$ cat src/rtl/fixp_pkg.sv
// Shared op codes and default Q-format constants for the fixed-point MAC datapath.
package fixp_pkg;

  typedef logic [1:0] op_t;

  localparam op_t OP_ADD      = 2'd0;
  localparam op_t OP_MUL      = 2'd1;
  localparam op_t OP_MAC      = 2'd2;
  localparam op_t OP_MAC_LAST = 2'd3;

  localparam int DEFAULT_WIDTH     = 32;
  localparam int DEFAULT_POINT     = 16;
  localparam int DEFAULT_ACC_WIDTH = 48;

endpackage

$ cat src/rtl/fixp_sat.sv
// Signed two's-complement saturator from IN_W down to OUT_W bits, flagging any clamp.
module fixp_sat
  import fixp_pkg::*;
#(
  parameter int IN_W  = DEFAULT_WIDTH + 1,
  parameter int OUT_W = DEFAULT_WIDTH
) (
  input  logic [IN_W-1:0]  din,
  output logic [OUT_W-1:0] dout,
  output logic             ovf
);

  localparam int TOP_W = IN_W - OUT_W + 1;

  // The value fits when every bit from the output sign bit upward is a copy of the sign.
  logic [TOP_W-1:0] top;
  assign top = din[IN_W-1:OUT_W-1];
  assign ovf = !((&top) || !(|top));

  always_comb begin
    if (!ovf)
      dout = din[OUT_W-1:0];
    else if (din[IN_W-1])
      dout = {1'b1, {(OUT_W-1){1'b0}}};
    else
      dout = {1'b0, {(OUT_W-1){1'b1}}};
  end

endmodule

$ cat src/rtl/fixp_mac_pipe.sv
// Pipelined signed fixed-point ADD/MUL/MAC unit with rounding, saturation and a dot-product
// accumulator; the whole pipe freezes while the output register is stalled.
module fixp_mac_pipe
  import fixp_pkg::*;
#(
  parameter int WIDTH       = DEFAULT_WIDTH,
  parameter int POINT_WIDTH = DEFAULT_POINT,
  parameter int ACC_WIDTH   = DEFAULT_ACC_WIDTH
) (
  input  logic             clk,
  input  logic             rst_n,
  input  logic             in_valid,
  output logic             in_ready,
  input  logic [1:0]       in_op,
  input  logic [WIDTH-1:0] in_a,
  input  logic [WIDTH-1:0] in_b,
  output logic             out_valid,
  input  logic             out_ready,
  output logic [WIDTH-1:0] out_data,
  output logic             out_sat
);

  localparam int PW    = 2 * WIDTH;
  localparam int RW    = PW + 1 - POINT_WIDTH;
  localparam int SUM_W = ((ACC_WIDTH > RW) ? ACC_WIDTH : RW) + 1;
  localparam logic [PW:0] HALF = {{PW{1'b0}}, 1'b1} << (POINT_WIDTH - 1);

  logic advance;

  logic             s1_valid_reg;
  op_t              s1_op_reg;
  logic [WIDTH-1:0] s1_a_reg;
  logic [WIDTH-1:0] s1_b_reg;

  logic             s2_valid_reg;
  op_t              s2_op_reg;
  logic [PW-1:0]    s2_val_reg;
  logic             s2_flag_reg;

  logic             s3_valid_reg;
  op_t              s3_op_reg;
  logic [RW-1:0]    s3_val_reg;
  logic             s3_flag_reg;

  logic             out_valid_reg;
  logic [WIDTH-1:0] out_data_reg;
  logic             out_sat_reg;
  logic [ACC_WIDTH-1:0] acc_reg;
  logic             acc_sat_reg;

  logic [WIDTH:0]     add_full;
  logic [WIDTH-1:0]   add_q;
  logic               add_ovf;
  logic [PW-1:0]      a_ext;
  logic [PW-1:0]      b_ext;
  logic [PW-1:0]      prod;
  logic [PW:0]        rnd;
  logic [RW-1:0]      r;
  logic [WIDTH-1:0]   mul_q;
  logic               mul_ovf;
  logic [SUM_W-1:0]   acc_sum;
  logic [ACC_WIDTH-1:0] acc_q;
  logic               acc_ovf;
  logic [WIDTH-1:0]   fin_q;
  logic               fin_ovf;

  assign advance   = !(out_valid_reg && !out_ready);
  assign in_ready  = advance;
  assign out_valid = out_valid_reg;
  assign out_data  = out_data_reg;
  assign out_sat   = out_sat_reg;

  // Stage 2 arithmetic: WIDTH+1 sum and full-width product from sign-extended operands.
  assign add_full = {s1_a_reg[WIDTH-1], s1_a_reg} + {s1_b_reg[WIDTH-1], s1_b_reg};
  assign a_ext    = {{WIDTH{s1_a_reg[WIDTH-1]}}, s1_a_reg};
  assign b_ext    = {{WIDTH{s1_b_reg[WIDTH-1]}}, s1_b_reg};
  assign prod     = a_ext * b_ext;

  fixp_sat #(.IN_W(WIDTH + 1), .OUT_W(WIDTH)) u_sat_add (
    .din (add_full),
    .dout(add_q),
    .ovf (add_ovf)
  );

  // Round half toward +inf: add half an LSB, then keep the bits above the binary point.
  assign rnd = {s2_val_reg[PW-1], s2_val_reg} + HALF;
  assign r   = rnd[PW:POINT_WIDTH];

  fixp_sat #(.IN_W(RW), .OUT_W(WIDTH)) u_sat_mul (
    .din (s3_val_reg),
    .dout(mul_q),
    .ovf (mul_ovf)
  );

  assign acc_sum = {{(SUM_W - ACC_WIDTH){acc_reg[ACC_WIDTH-1]}}, acc_reg}
                 + {{(SUM_W - RW){s3_val_reg[RW-1]}}, s3_val_reg};

  fixp_sat #(.IN_W(SUM_W), .OUT_W(ACC_WIDTH)) u_sat_acc (
    .din (acc_sum),
    .dout(acc_q),
    .ovf (acc_ovf)
  );

  fixp_sat #(.IN_W(ACC_WIDTH), .OUT_W(WIDTH)) u_sat_fin (
    .din (acc_q),
    .dout(fin_q),
    .ovf (fin_ovf)
  );

  always_ff @(posedge clk or negedge rst_n) begin
    if (!rst_n) begin
      s1_valid_reg  <= 1'b0;
      s1_op_reg     <= OP_ADD;
      s1_a_reg      <= '0;
      s1_b_reg      <= '0;
      s2_valid_reg  <= 1'b0;
      s2_op_reg     <= OP_ADD;
      s2_val_reg    <= '0;
      s2_flag_reg   <= 1'b0;
      s3_valid_reg  <= 1'b0;
      s3_op_reg     <= OP_ADD;
      s3_val_reg    <= '0;
      s3_flag_reg   <= 1'b0;
      out_valid_reg <= 1'b0;
      out_data_reg  <= '0;
      out_sat_reg   <= 1'b0;
      acc_reg       <= '0;
      acc_sat_reg   <= 1'b0;
    end else if (advance) begin
      // Payload registers load only with a valid beat so idle-bus garbage never reaches acc.
      s1_valid_reg <= in_valid;
      if (in_valid) begin
        s1_op_reg <= in_op;
        s1_a_reg  <= in_a;
        s1_b_reg  <= in_b;
      end

      s2_valid_reg <= s1_valid_reg;
      if (s1_valid_reg) begin
        s2_op_reg   <= s1_op_reg;
        s2_val_reg  <= (s1_op_reg == OP_ADD) ? {{WIDTH{add_q[WIDTH-1]}}, add_q} : prod;
        s2_flag_reg <= add_ovf;
      end

      s3_valid_reg <= s2_valid_reg;
      if (s2_valid_reg) begin
        s3_op_reg   <= s2_op_reg;
        s3_val_reg  <= (s2_op_reg == OP_ADD)
                       ? {{(RW - WIDTH){s2_val_reg[WIDTH-1]}}, s2_val_reg[WIDTH-1:0]} : r;
        s3_flag_reg <= s2_flag_reg;
      end

      out_valid_reg <= s3_valid_reg && (s3_op_reg != OP_MAC);
      if (s3_valid_reg) begin
        case (s3_op_reg)
          OP_ADD: begin
            out_data_reg <= s3_val_reg[WIDTH-1:0];
            out_sat_reg  <= s3_flag_reg;
          end
          OP_MUL: begin
            out_data_reg <= mul_q;
            out_sat_reg  <= mul_ovf;
          end
          OP_MAC: begin
            acc_reg     <= acc_q;
            acc_sat_reg <= acc_sat_reg | acc_ovf;
          end
          OP_MAC_LAST: begin
            out_data_reg <= fin_q;
            out_sat_reg  <= acc_sat_reg | acc_ovf | fin_ovf;
            acc_reg      <= '0;
            acc_sat_reg  <= 1'b0;
          end
        endcase
      end
    end
  end

endmodule

$ cat config.mk
export PLATFORM = sky130hd
export DESIGN_NAME = fixp_mac_pipe
export DESIGN_NICKNAME = d
export VERILOG_FILES = /design/src/rtl/fixp_pkg.sv /design/src/rtl/fixp_sat.sv /design/src/rtl/fixp_mac_pipe.sv
export SDC_FILE = /design/constraint.sdc
export NUM_CORES = 2
export LEC_CHECK = 0
export CAP_MARGIN = 10
export CORE_ASPECT_RATIO = 2
export CORE_MARGIN = 4
export CORE_UTILIZATION = 45
export CTS_BUF_LIST = sky130_fd_sc_hd__clkbuf_4 sky130_fd_sc_hd__clkbuf_8
export DETAILED_ROUTE_END_ITERATION = 16
export GPL_ROUTABILITY_DRIVEN = 0
export PLACE_DENSITY_LB_ADDON = 0.2
export SYNTH_ARGS = -nofsm -noshare
export SYNTH_HDL_FRONTEND = slang
export SYNTH_SLANG_ARGS = --single-unit
$ cat constraint.sdc
create_clock -name clk -period 22.6 [get_ports clk]
set_clock_uncertainty 0.05 [all_clocks]
set_input_delay 4.52 -clock clk [delete_from_list [all_inputs] [get_ports clk]]
set_output_delay 4.52 -clock clk [all_outputs]
set_load 0.005 [all_outputs]
==> summary.md <==
| Metric | Value |
|---|---|
| Starting DRT DRC Count | 2332 |
| DP HPWL | about 130 mm |
| I/O pins | around 110 |
| DRT Pass-1 Iters | 6 |
| Min-Delay Endpoint | s2_val_reg[41]$_DFFE_PN0P_ |
| Slew at the pin with the worst max-slew slack | 1.164 ns |
| # Max-Cap Violations | 0 |
| Critical Path AT | 6.12 ns |
| DIE HEIGHT | 495.6 µm |
| Post-synthesis net count | approximately 7200 |
| Kind of critical path | in2out |
| Number of global-route vias before repair | 45831 |
| Worst setup EP type | output port |
| Avg Synthesized Cell Area | 9.247 µm² |
| Initial antenna violation count | 5 |
| Max-slew headroom | 0.2179 |
| Largest net degree at the start of global routing | 142 |
| Crit Path Max Fanout | 8 |
| Post-CTS sizing | 0 |
| Reg-to-reg endpoint | s2_val_reg[63]$_DFFE_PN0P_ |
| Core area | 117800 µm² |
| Largest family of logic cells by synthesized area | adder cells |
| Synth Area in Adders | 0.4681 |
| Post-synthesis compound-gate area fraction | 0.1060 |
| Tcrit/Tclk final | 0.4730 |
| Critical path required time | 18.03 ns |
| CTS Buffer Depth | 3 |
| Gr usage total | 0.2788 |
| Initial Utilization | 0.4540 |
| Status | completed |
| Sum Neg Setup Slack | 0 ns |
| DRC | 0 |
| RSZ-0062 raised after global routing | no |
| Most frequent cells in the layout | fa_1 (1084), inv_1 (978), nand2_1 (720), and2_1 (520), ha_1 (267) |
| Worst-Skew Late Latency | roughly 0.75 ns |
| IO buf count | 104 |
| Final hold vios | 0 |
| Worst Reg2Reg Path Length in Cells | 24 |
| Via count | 41077 |
| Rows | approximately 180 |
| FF+latch area | 6795 µm² |
| Total die area | 124800 µm² |
| Reg2Reg Launch Point | s1_a_reg[13]$_DFFE_PN0P_ |
| Reg2reg setup slack | 13.37 ns |
| Distinct cells, synth | 98 |
| Yosys reg bits | 271 |
| Number of synthesis warnings | 0 |
| Worst min path class | reg2reg |
| Post-CTS setup buffer count | 0 |
| Mux contribution to synthesized area | 0.01696 |
| Area grow syn2layout | 6.376% |
| Max reg flops | 64 |
| Final Max Slew Viols | 0 |
| Hold_buf cts | 0 |
| Register area share after synthesis | 0.1268 |
| Min Tclk post-route | 10.69 ns |
| Worst hold start | s2_val_reg[41]$_DFFE_PN0P_ |
| Total clock buffers created by CTS | 46 |
| Total gr overflow | 0 |
| Setup violators final | 0 |
| Htree depth | 2 |
| Routed Antenna Nets | 0 |
| DIE WIDTH | 251.8 µm |
| Synth Flop Type | dfrtp_1 |
| Most common cell after layout, fill and taps aside | fa_1 |
| FFs w/ async S/R, synth | 1.000 |
| WHS Path Cells | 2 |
| Fill cells | 11255 |
| Vias per cell | 5.649 |
| WL per Instance | 23.47 µm |
| Startpoint types | primary input |
| Clock sinks | 271 |
| First-pass GRT wire length | 265.4 mm |
| Synth Cell Area | about 53000 µm² |
| Syn Inst Count | 5785 |
| Post-Synth XOR/XNOR Area | 0.02783 |
| Final net count | 7125 |
| Total Wirelength | approximately 170 mm |
| Area of the multi-input gates | 41800 µm² |
| CTS tree | yes |
| Layout cells sized above 1 | 0.05541 |
| Simple-gate portion of the synthesized area | 0.1617 |
| Root Driver | clkbuf_8 |
| Worst-path clk slew | 0.06 ns |
| EDFF count, synth | 0 |
| Max Clock Freq | 0.09355 GHz |
[kinds of logic after synthesis]
group	count (synthesis)
DFF	271
AOI/OAI and AO/OA	862
xor gates and xnor gates	170
and+or+nand+nor	1756
muxes	82
adders and majority gates	1351
buffers and inverters	1293
[cell usage after synthesis (10+ instances only)]
master | number | area [µm²]
a21oi_1 | 254 | 1271
and4_1 | 12 | 105.1
dfrtp_1 | 271 | 6782
ha_1 | 267 | 3341
o21ai_0 | 199 | 996.0
a211oi_1 | 21 | 157.7
a21o_1 | 81 | 608.1
nor2b_1 | 41 | 256.5
mux2i_1 | 13 | 130.1
and3_1 | 27 | 168.9
and2_1 | 521 | 3259
inv_1 | 978 | 3671
xor2_1 | 72 | 630.6
a31oi_1 | 22 | 137.6
nor3_1 | 44 | 220.2
or3_1 | 18 | 112.6
nor2_1 | 214 | 803.3
or2_2 | 11 | 68.82
nand2b_1 | 19 | 118.9
o31ai_1 | 29 | 217.7
o21bai_1 | 23 | 172.7
nand2_1 | 723 | 2714
a22o_1 | 21 | 183.9
buf_2 | 17 | 85.08
fa_1 | 1084 | 21700
mux2_2 | 69 | 777.0
nand4_1 | 31 | 193.9
clkbuf_1 | 278 | 1044
o21a_1 | 63 | 473.0
nand3_1 | 57 | 285.3
a221oi_2 | 20 | 300.3
xnor2_1 | 98 | 858.3
a211o_1 | 10 | 87.58
o211ai_1 | 14 | 105.1
[worst max-delay path, cell delays in order]
cell and delay [ns]:
clkdlybuf4s50_1 0.41, nor2b_1 0.28, clkinv_1 0.36, clkdlybuf4s50_1 0.55
[cell type report]
cell class	instances	share of cell area
Clock inverter	16	0.003298
Clock buffer	67	0.01511
Timing Repair Buffer	185	0.02929
Tap cell	1530	0.03364
Inverter	979	0.06458
Multi-Input combinational cell	4221	0.7345
Sequential cell	271	0.1194
Antenna cell	3	0.0001319
[worst max path at each step]
stage	slack, ns	depth (start not counted)	start	to
3_5_place_dp	11.93	4	out_ready	in_ready
2_1_floorplan	13.06	2	out_ready	in_ready
3_3_place_gp	11.94	4	out_ready	in_ready
4_1_cts	11.92	4	out_ready	in_ready
5_1_grt	11.79	4	out_ready	in_ready
6_report	11.91	4	out_ready	in_ready
[per-layer routing]
| layer | vias up | wire length, µm | share of wire | track usage |
|---|---|---|---|---|
| li1 | 17874 | - | - | - |
| met1 | 21162 | 54700 | 0.32 | 0.2772 |
| met2 | 1384 | 92810 | 0.54 | 0.5332 |
| met3 | 657 | 7552 | 0.044 | 0.03037 |
| met4 | 0 | 15600 | 0.091 | 0.1977 |
| met5 | - | 0 | 0 | 0 |
[stage by stage]
stage / utilization / setup slack (ns) / std cells / area (µm²) / hold WS, ns
floorplan: - / 13.06 / 5785 / 53490 / 0.3848
global placement: 0.4740 / 11.94 / 7186 / 55850 / 0.4145
detailed placement: 0.4740 / 11.93 / 7186 / 55850 / 0.4226
CTS: 0.4829 / 11.92 / 7269 / 56890 / 0.4380
global route: 0.4829 / 11.79 / 7270 / 56900 / 0.4447
finish: 0.4830 / 11.91 / 7272 / 56900 / 0.4381
Power is left out: the tool's default activity adds up to more than one toggle a clock period on the data nets, which glitch-free logic cannot reach.
